--- src/rtl/alu_seq.sv ---
// alu_seq: multi-cycle ALU with valid/ready handshake and iterative MUL/DIVU/REMU
module alu_seq #(
    parameter int LENGTH = 32,
    parameter int OPW    = 4
) (
    input  logic              clk,
    input  logic              rst_n,
    input  logic              in_valid,
    output logic              in_ready,
    input  logic [LENGTH-1:0] A,
    input  logic [LENGTH-1:0] B,
    input  logic [OPW-1:0]    op,
    output logic              out_valid,
    input  logic              out_ready,
    output logic [LENGTH-1:0] C,
    output logic              z,
    output logic              cout,
    output logic              busy
);
    localparam int CW = $clog2(LENGTH + 1);
    localparam logic [1:0] S_IDLE = 2'd0;
    localparam logic [1:0] S_MUL  = 2'd1;
    localparam logic [1:0] S_DIV  = 2'd2;
    localparam logic [1:0] S_DONE = 2'd3;

    logic [1:0]        state;
    logic [CW-1:0]     cnt;
    logic [LENGTH-1:0] acc, mcand, mplier, rem, quo, dvsr;
    logic              is_rem;
    logic [LENGTH:0]   sum, dif, rsh, rdif;
    logic [LENGTH-1:0] sc_res, acc_n, rem_n, quo_n;
    logic              sc_cout, ge, last, iter_op;

    assign in_ready  = state == S_IDLE;
    assign out_valid = state == S_DONE;
    assign busy      = state == S_MUL || state == S_DIV;
    assign last      = cnt == CW'(LENGTH - 1);
    assign iter_op   = op == OPW'(7) || ((op == OPW'(8) || op == OPW'(9)) && B != '0);

    // single-cycle results; divide by zero resolves here without iterating
    always_comb begin
        sum     = {1'b0, A} + {1'b0, B};
        dif     = {1'b0, A} + {1'b0, ~B} + (LENGTH+1)'(1);
        sc_res  = '0;
        sc_cout = 1'b0;
        case (op)
            OPW'(0): begin sc_res = sum[LENGTH-1:0]; sc_cout = sum[LENGTH]; end
            OPW'(1): sc_res = B;
            OPW'(2): begin sc_res = dif[LENGTH-1:0]; sc_cout = dif[LENGTH]; end
            OPW'(3): sc_res = A & B;
            OPW'(4): sc_res = A | B;
            OPW'(5): sc_res = A ^ B;
            OPW'(6): sc_res = LENGTH'($signed(A) < $signed(B));
            OPW'(8): sc_res = '1;
            OPW'(9): sc_res = A;
            default: sc_res = '0;
        endcase
    end

    // one shift-add step and one restoring-division step
    always_comb begin
        acc_n = acc + (mplier[0] ? mcand : '0);
        rsh   = {rem, quo[LENGTH-1]};
        rdif  = rsh - {1'b0, dvsr};
        ge    = rsh >= {1'b0, dvsr};
        rem_n = ge ? rdif[LENGTH-1:0] : rsh[LENGTH-1:0];
        quo_n = {quo[LENGTH-2:0], ge};
    end

    // handshake FSM, iteration registers and registered result
    always_ff @(posedge clk or negedge rst_n) begin
        if (!rst_n) begin
            state  <= S_IDLE;
            cnt    <= '0;
            acc    <= '0;
            mcand  <= '0;
            mplier <= '0;
            rem    <= '0;
            quo    <= '0;
            dvsr   <= '0;
            is_rem <= 1'b0;
            C      <= '0;
            z      <= 1'b0;
            cout   <= 1'b0;
        end else begin
            case (state)
                S_IDLE: if (in_valid) begin
                    cnt <= '0;
                    if (op == OPW'(7)) begin
                        state  <= S_MUL;
                        acc    <= '0;
                        mcand  <= A;
                        mplier <= B;
                    end else if (iter_op) begin
                        state  <= S_DIV;
                        rem    <= '0;
                        quo    <= A;
                        dvsr   <= B;
                        is_rem <= op == OPW'(9);
                    end else begin
                        state <= S_DONE;
                        C     <= sc_res;
                        z     <= sc_res == '0;
                        cout  <= sc_cout;
                    end
                end
                S_MUL: begin
                    acc    <= acc_n;
                    mcand  <= mcand << 1;
                    mplier <= mplier >> 1;
                    cnt    <= cnt + 1'b1;
                    if (last) begin
                        state <= S_DONE;
                        C     <= acc_n;
                        z     <= acc_n == '0;
                        cout  <= 1'b0;
                    end
                end
                S_DIV: begin
                    rem <= rem_n;
                    quo <= quo_n;
                    cnt <= cnt + 1'b1;
                    if (last) begin
                        state <= S_DONE;
                        C     <= is_rem ? rem_n : quo_n;
                        z     <= (is_rem ? rem_n : quo_n) == '0;
                        cout  <= 1'b0;
                    end
                end
                default: if (out_ready) state <= S_IDLE;
            endcase
        end
    end
endmodule

--- config.mk ---
export PLATFORM = sky130hd
export DESIGN_NAME = alu_seq
export DESIGN_NICKNAME = d
export VERILOG_FILES = /design/src/rtl/alu_seq.sv
export SDC_FILE = /design/constraint.sdc
export NUM_CORES = 1
export LEC_CHECK = 0
export BUFFER_PORTS_ARGS = -buffer_cell sky130_fd_sc_hd__buf_2
export CAP_MARGIN = 20
export CORE_MARGIN = 2
export CORE_UTILIZATION = 50
export CTS_CLUSTER_DIAMETER = 30
export DETAILED_ROUTE_END_ITERATION = 12
export PLACE_DENSITY_LB_ADDON = 0.08
export SLEW_MARGIN = 40
export SYNTH_ARGS = -nofsm -noshare
export SYNTH_HDL_FRONTEND = slang
export SYNTH_SLANG_ARGS = --single-unit
--- constraint.sdc ---
create_clock -name clk -period 4.4 [get_ports clk]
set_input_delay 0.22 -clock clk [delete_from_list [all_inputs] [get_ports clk]]
set_output_delay 0.22 -clock clk [all_outputs]
set_load 0.02 [all_outputs]
==> flow_metrics.env, run 1 <==
export IMPL_status="finished clean"
export IMPL_syn_area_mm2=0.0212
export IMPL_wl_per_cell_um=25.0
export IMPL_worst_pin_slew_ps=854
export IMPL_area_growth_pct=25.4
export IMPL_drtAntennaViolNets=0
export IMPL_fin_crit_sh=0.990
export IMPL_clk_pin_slew_worst_paths_ps=50
export IMPL_cts_root_buffer="clkbuf_16"
export IMPL_grt_use_met3=0.100
export IMPL_wl_um=90600
export IMPL_total_leakage_power_nw=12.4
export IMPL_num_rows=75
export IMPL_hold_ws_ps=34.2
export IMPL_setup_worst_path_end_class="flop"
export IMPL_cp_max_fo=2
export IMPL_final_setup_skew_ps=27.1
export IMPL_crit_type="reg2reg"
export IMPL_synth_warnings=0
export IMPL_synth_flop_cell="dfrtp_1"
export IMPL_num_vias=23300
export IMPL_numCtsBuffers=68
export IMPL_synth_most_common_cell="nand2_1"
export IMPL_period_needed_ps=4360
export IMPL_synthArstFlopShare=1.00
export IMPL_synth_seq_cells=235
export IMPL_use_met2=0.617
export IMPL_synth_edf_count=0
export IMPL_clock_fmax_mhz=230
export IMPL_syn_num_nets=2999
export IMPL_dieWidth_um=210
export IMPL_cts_tree="yes"
export IMPL_busiest_layer="met2"
export IMPL_totalPowerFinal_mw=21.9
export IMPL_synth_cells=2758
export IMPL_grt_pass1_vias=22500
export IMPL_layoutNonFillerInstCount=3621
export IMPL_place_inst=3486
export IMPL_drc=0
export IMPL_clock_sinks=235
export IMPL_clock_latency_ps=610
export IMPL_start_util=0.507
export IMPL_drt_iter0_drc=3005
export IMPL_grt_max_degree=106
export IMPL_drive_gt1_frac=0.186
export IMPL_place_congestion=1.01
export IMPL_seq_area_frac_synth=0.277
export IMPL_grt_pass1_wl_um=135000
export IMPL_multi_input_area_mm2=0.0143
export IMPL_p_per_area_mw_per_mm2=821
export IMPL_grt_use_met1=0.537
export IMPL_final_nets=3268
export IMPL_crit_path_start_kind="flop"
export IMPL_htree_num_levels=3
export IMPL_die_area_mm2=0.0442
export IMPL_io_pins=109
export IMPL_grt_use_total=0.404
export IMPL_overflow=0
export IMPL_utilization=0.635
export IMPL_nFillCells=3669
export IMPL_syn_area_per_cell_um2=7.70
export IMPL_viasPerCell=6.45
export IMPL_crit_required_ps=4910
export IMPL_fp_dieH_um=210
export IMPL_hpwl_um=69900
export IMPL_yosys_area_top_type="dfrtp_1"
export IMPL_firstDrtPassIters=7
export IMPL_io_buffers=108
export IMPL_regArea_mm2=0.00588
export IMPL_synth_top_area_frac=0.277
export IMPL_grt_antenna_before_repair=3
export IMPL_max_cap_violations=0
export IMPL_synthTopCellsByCount="nand2_1 (330), o21ai_0 (269), a21oi_1 (256)"
export IMPL_drv_slew=0
export IMPL_peakVddDrop_mv=0.428
export IMPL_rsz0062_at_grt="true"
export IMPL_core_mm2=0.0419
export IMPL_hold_class="in2reg"
export IMPL_slew_headroom=0.426
export IMPL_clk_path_buf_depth=3
export IMPL_ys_top_cells_by_area="dfrtp_1 (28%), ha_1 (9.7%), o21ai_0 (6.3%)"
export IMPL_hold_viol=0
export IMPL_setup_viol=0
export IMPL_cp_arrival_ps=4860
export IMPL_synthDistinctLibCells=92
-- critical path, stage by stage (launching register included) --
cell       delay, ps
dfrtp_1          370
inv_1             80
ha_1             170
inv_1             60
fa_1             420
a21oi_2          200
o22ai_1          110
o41ai_2          260
buf_4            180
xnor2_1           70
or4_4            450
or3_1            320
a21oi_1          120
and4_1           250
o2111ai_1        100
or4_1            520
a2111o_1         400
a32oi_1          180
-- registers in the layout, summed over array words and instances, names as in the netlist, 2 cells and up --
signal,count
mplier,32
dvsr,32
mcand,32
cnt,6
state,2
C,32
quo,32
acc,32
rem,32
-- layout by cell type, fill, tap and decap left out, types with 10 or more instances in the layout --
cell	count
a211oi_1	39
a21o_1	42
a21oi_1	252
a221o_1	14
a221oi_1	17
a22o_1	10
a311oi_1	11
a31oi_1	21
and2_1	42
buf_2	107
buf_4	258
bufinv_16	15
clkbuf_16	70
clkinv_2	10
dfrtp_1	234
ha_1	160
inv_1	156
mux2i_1	124
nand2_1	329
nand2b_1	21
nand3_1	55
nand4_1	28
nor2_1	239
nor2b_1	20
nor3_1	57
nor4_1	28
o211ai_1	30
o21a_1	13
o21ai_0	267
o21bai_1	17
o22ai_1	12
o31ai_1	25
or2_2	15
or3_1	13
or4_1	18
xnor2_1	44
xor2_1	17
-- worst paths after layout --
check	start	to	slack [ps]	cells after the start
setup / recovery	quo[31]	z	40	17
hold reg to reg	C[27]	C[27]	470	1
setup reg to reg	quo[31]	z	40	17
max in group asynchronous	rst_n	cout	3070	4
hold / removal	B[20]	mplier[20]	30	3
min in group asynchronous	rst_n	mcand[5]	80	2
-- per-stage QoR --
step | setup slack, ps | TNS, ps | cell area [um2]
after floorplan | 431 | 0 | 21200
after global placement | 61.6 | 0 | 23800
after detailed placement | -63.7 | -63.7 | 23800
after CTS | 20.0 | 0 | 26500
after global routing | -65.1 | -65.1 | 26600
final | 43.8 | 0 | 26600
-- report_power, final --
group / switching, mW / internal (mW) / total (mW)
logic: 7.73 / 4.74 / 12.5
clock network: 1.62 / 3.92 / 5.54
registers: 0.773 / 3.10 / 3.87
-- routing by layer --
layer | part of all wire | vias to the layer above
met5 | 0 | -
met4 | 0.050 | 0
met3 | 0.11 | 222
met2 | 0.44 | 1322
met1 | 0.40 | 11300
li1 | - | 10600
-- what timing repair did --
| item | in CTS | in global routing |
|---|---|---|
| hold endpoints to repair | 110 | 0 |
| pin swaps | 0 | 1 |
| buffers inserted | 0 | 0 |
| gates resized for setup | 3 | 24 |
| hold buffers | 9 | 0 |
| setup endpoints to repair | 1 | 4 |
-- cells by family (layout without fill, tap and decap cells) --
family                   after synthesis  in the layout  synth area share
multiplexers                         135            135            0.0649
AND/OR/NAND/NOR                      912            912             0.199
adder cells (fa/ha/maj)              169            169             0.101
AO/OA/AOI/OAI                        907            907             0.270
XOR/XNOR                              62             62            0.0256
flip-flops                           235            235             0.277
other                                  0              1                 0
buffers and inverters                338            661            0.0621
-- final cells by class --
class                      count  share of cell area
antenna                        1           0.0000939
clock buffer                  81              0.0699
clock inverter                43              0.0264
inverter                     158              0.0223
multi-input combinational   2185               0.535
sequential                   235               0.221
tap                          539              0.0253
timing repair buffer         379              0.0997
Power figures use the tool's default switching activity.
==> run 2: changes to the inputs <==
--- a/config.mk
+++ b/config.mk
@@ -5,13 +5,14 @@
 export SDC_FILE = /design/constraint.sdc
 export NUM_CORES = 1
 export LEC_CHECK = 0
-export BUFFER_PORTS_ARGS = -buffer_cell sky130_fd_sc_hd__buf_2
+export BUFFER_PORTS_ARGS = -buffer_cell sky130_fd_sc_hd__clkbuf_2
 export CAP_MARGIN = 20
 export CORE_MARGIN = 2
-export CORE_UTILIZATION = 50
+export CORE_UTILIZATION = 38
 export CTS_CLUSTER_DIAMETER = 30
 export DETAILED_ROUTE_END_ITERATION = 12
 export PLACE_DENSITY_LB_ADDON = 0.08
+export RECOVER_POWER = 50
 export SLEW_MARGIN = 40
 export SYNTH_ARGS = -nofsm -noshare
 export SYNTH_HDL_FRONTEND = slang
==> run 2 against run 1 <==
The run now ends with max-capacitance violations, max-slew violations left; first-iteration DRC count shrank 24%; utilization shrank 13 points; die area grew 31%; critical path depth shrank 3; final area grew 4.5%; clock power grew 4.5%; via count is essentially flat.
==> flow_metrics.env, run 2 (synthesis gave the netlist of run 1 again) <==
export IMPL_p_comb_frac=0.586
export IMPL_hold_class="in2reg"
export IMPL_clock_fmax_mhz=228
export IMPL_crit_required_ps=4910
export IMPL_overflow=0
export IMPL_dieWidth_um=240
export IMPL_cts_tree="yes"
export IMPL_violations="max-capacitance violations, max-slew violations"
export IMPL_worst_pin_slew_ps=2690
export IMPL_total_leakage_power_nw=13.0
export IMPL_fp_dieH_um=240
export IMPL_max_cap_violations=2
export IMPL_r2r_start="dvsr[24]"
export IMPL_grt_antenna_before_repair=3
export IMPL_power_frac_seq=0.164
export IMPL_place_congestion=0.991
export IMPL_power_switching_mw=10.6
export IMPL_period_needed_ps=4380
export IMPL_p_per_area_mw_per_mm2=832
export IMPL_clk_path_buf_depth=3
export IMPL_timing_final_ws_setup_ps=19.4
export IMPL_drtAntennaViolNets=0
export IMPL_firstDrtPassIters=5
export IMPL_wl_um=101000
export IMPL_rsz0062_at_grt="true"
export IMPL_setup_worst_path_end_class="flop"
export IMPL_die_area_mm2=0.0578
export IMPL_mostFrequentLayoutCells="buf_4 (365), nand2_1 (330), o21ai_0 (269)"
export IMPL_clk_pin_slew_worst_paths_ps=40
export IMPL_clock_latency_ps=610
export IMPL_fin_crit_sh=0.996
export IMPL_drc=0
export IMPL_drv_slew=68
export IMPL_crit_path_start_kind="flop"
export IMPL_place_inst=3806
export IMPL_grt_pass1_wl_um=147000
export IMPL_drive_gt1_frac=0.210
export IMPL_final_nets=3381
export IMPL_setup_viol=0
export IMPL_drt_iter0_drc=2296
export IMPL_intPower_mw=12.6
export IMPL_hp_start="B[24]"
export IMPL_clock_sinks=235
export IMPL_viasPerCell=5.91
export IMPL_pwr_share_clk=0.250
export IMPL_crit_start="dvsr[24]"
export IMPL_switching_share=0.456
export IMPL_start_util=0.385
export IMPL_grt_pass1_vias=22500
export IMPL_cp_arrival_ps=4890
export IMPL_peakVddDrop_mv=0.386
export IMPL_htree_num_levels=3
export IMPL_num_rows=86
export IMPL_grt_max_degree=97
export IMPL_cts_root_buffer="clkbuf_16"
export IMPL_grt_use_total=0.346
export IMPL_final_common_cell="buf_4"
export IMPL_pre_cts_ws_ps=-44.4
export IMPL_numCtsBuffers=74
export IMPL_wl_per_cell_um=25.6
export IMPL_hpwl_um=79700
export IMPL_io_buffers=108
export IMPL_hold_viol=0
export IMPL_layoutNonFillerInstCount=3948
export IMPL_area_growth_pct=31.0
export IMPL_final_setup_skew_ps=16.2
export IMPL_io_pins=109
export IMPL_status="complete, but fails checks"
export IMPL_cp_max_fo=6
export IMPL_crit_type="reg2reg"
export IMPL_core_mm2=0.0552
export IMPL_slew_headroom=-0.795
export IMPL_num_vias=23300
-- run 2: per-stage QoR --
step / TNS (ps) / hold slack [ps] / utilization / instance area (um2) / total power [mW]
6_report: 0 / 30.3 / 0.504 / 27800 / 23.2
3_5_place_dp: -44.4 / 304 / 0.452 / 24900 / 17.0
5_1_grt: -96.7 / 49.5 / 0.504 / 27800 / 24.5
3_3_place_gp: -135 / 295 / 0.452 / 24900 / 17.0
4_1_cts: 0 / 6.23 / 0.503 / 27700 / 23.0
2_1_floorplan: 0 / -75.6 / - / 21200 / 11.5
-- run 2: layout make-up --
cell class	instances	area (um2)
Inverter	158	593
Timing Repair Buffer	486	3420
Clock inverter	37	652
Clock buffer	97	2090
Antenna cell	2	5.00
Fill cell	5415	27400
Tap cell	748	936
Sequential cell	235	5880
Multi-Input combinational cell	2185	14300
-- run 2: critical path: stages (launching register included) --
cell	delay, ps
dfrtp_1	360
inv_1	80
ha_1	370
nand4_1	280
or4_4	530
o211a_1	260
o211ai_4	250
nor2_4	110
mux2_2	310
mux2i_2	250
and4_1	300
o2111ai_1	110
or4_1	510
a2111o_1	400
a32oi_1	180
-- run 2: path summary, 6_finish.rpt --
path / to / slack, ps / depth (start not counted)
hold reg to reg: acc[0] / 470 / 2
hold / removal: mplier[24] / 30 / 3
setup reg to reg: z / 20 / 14
max in group asynchronous: is_rem / 680 / 3
setup / recovery: z / 20 / 14
min in group asynchronous: mplier[7] / 1030 / 2
-- run 2: per-layer routing --
layer  vias up  track usage  part of all wire
li1      10800            -                 -
met1     11400        0.481              0.45
met2       964        0.540              0.44
met3       195       0.0597             0.074
met4         0        0.118             0.037
met5         -            0                 0
-- run 2: repair_timing --
item | CTS | global route
gates resized for setup | 4 | 18
setup buffers | 0 | 1
hold buffers | 4 | 0
hold endpoints to repair | 96 | 0
setup endpoints to repair | 1 | 3
pin swaps | 0 | 2
-- run 2: power groups by stage --
stage / clock network, mW / logic [mW] / registers (mW)
after global routing: 6.00 / 14.6 / 3.92
after floorplan: 0 / 7.72 / 3.76
final: 5.79 / 13.6 / 3.81
after global placement: 0 / 13.2 / 3.78
after detailed placement: 0 / 13.2 / 3.82
after CTS: 5.86 / 13.3 / 3.80
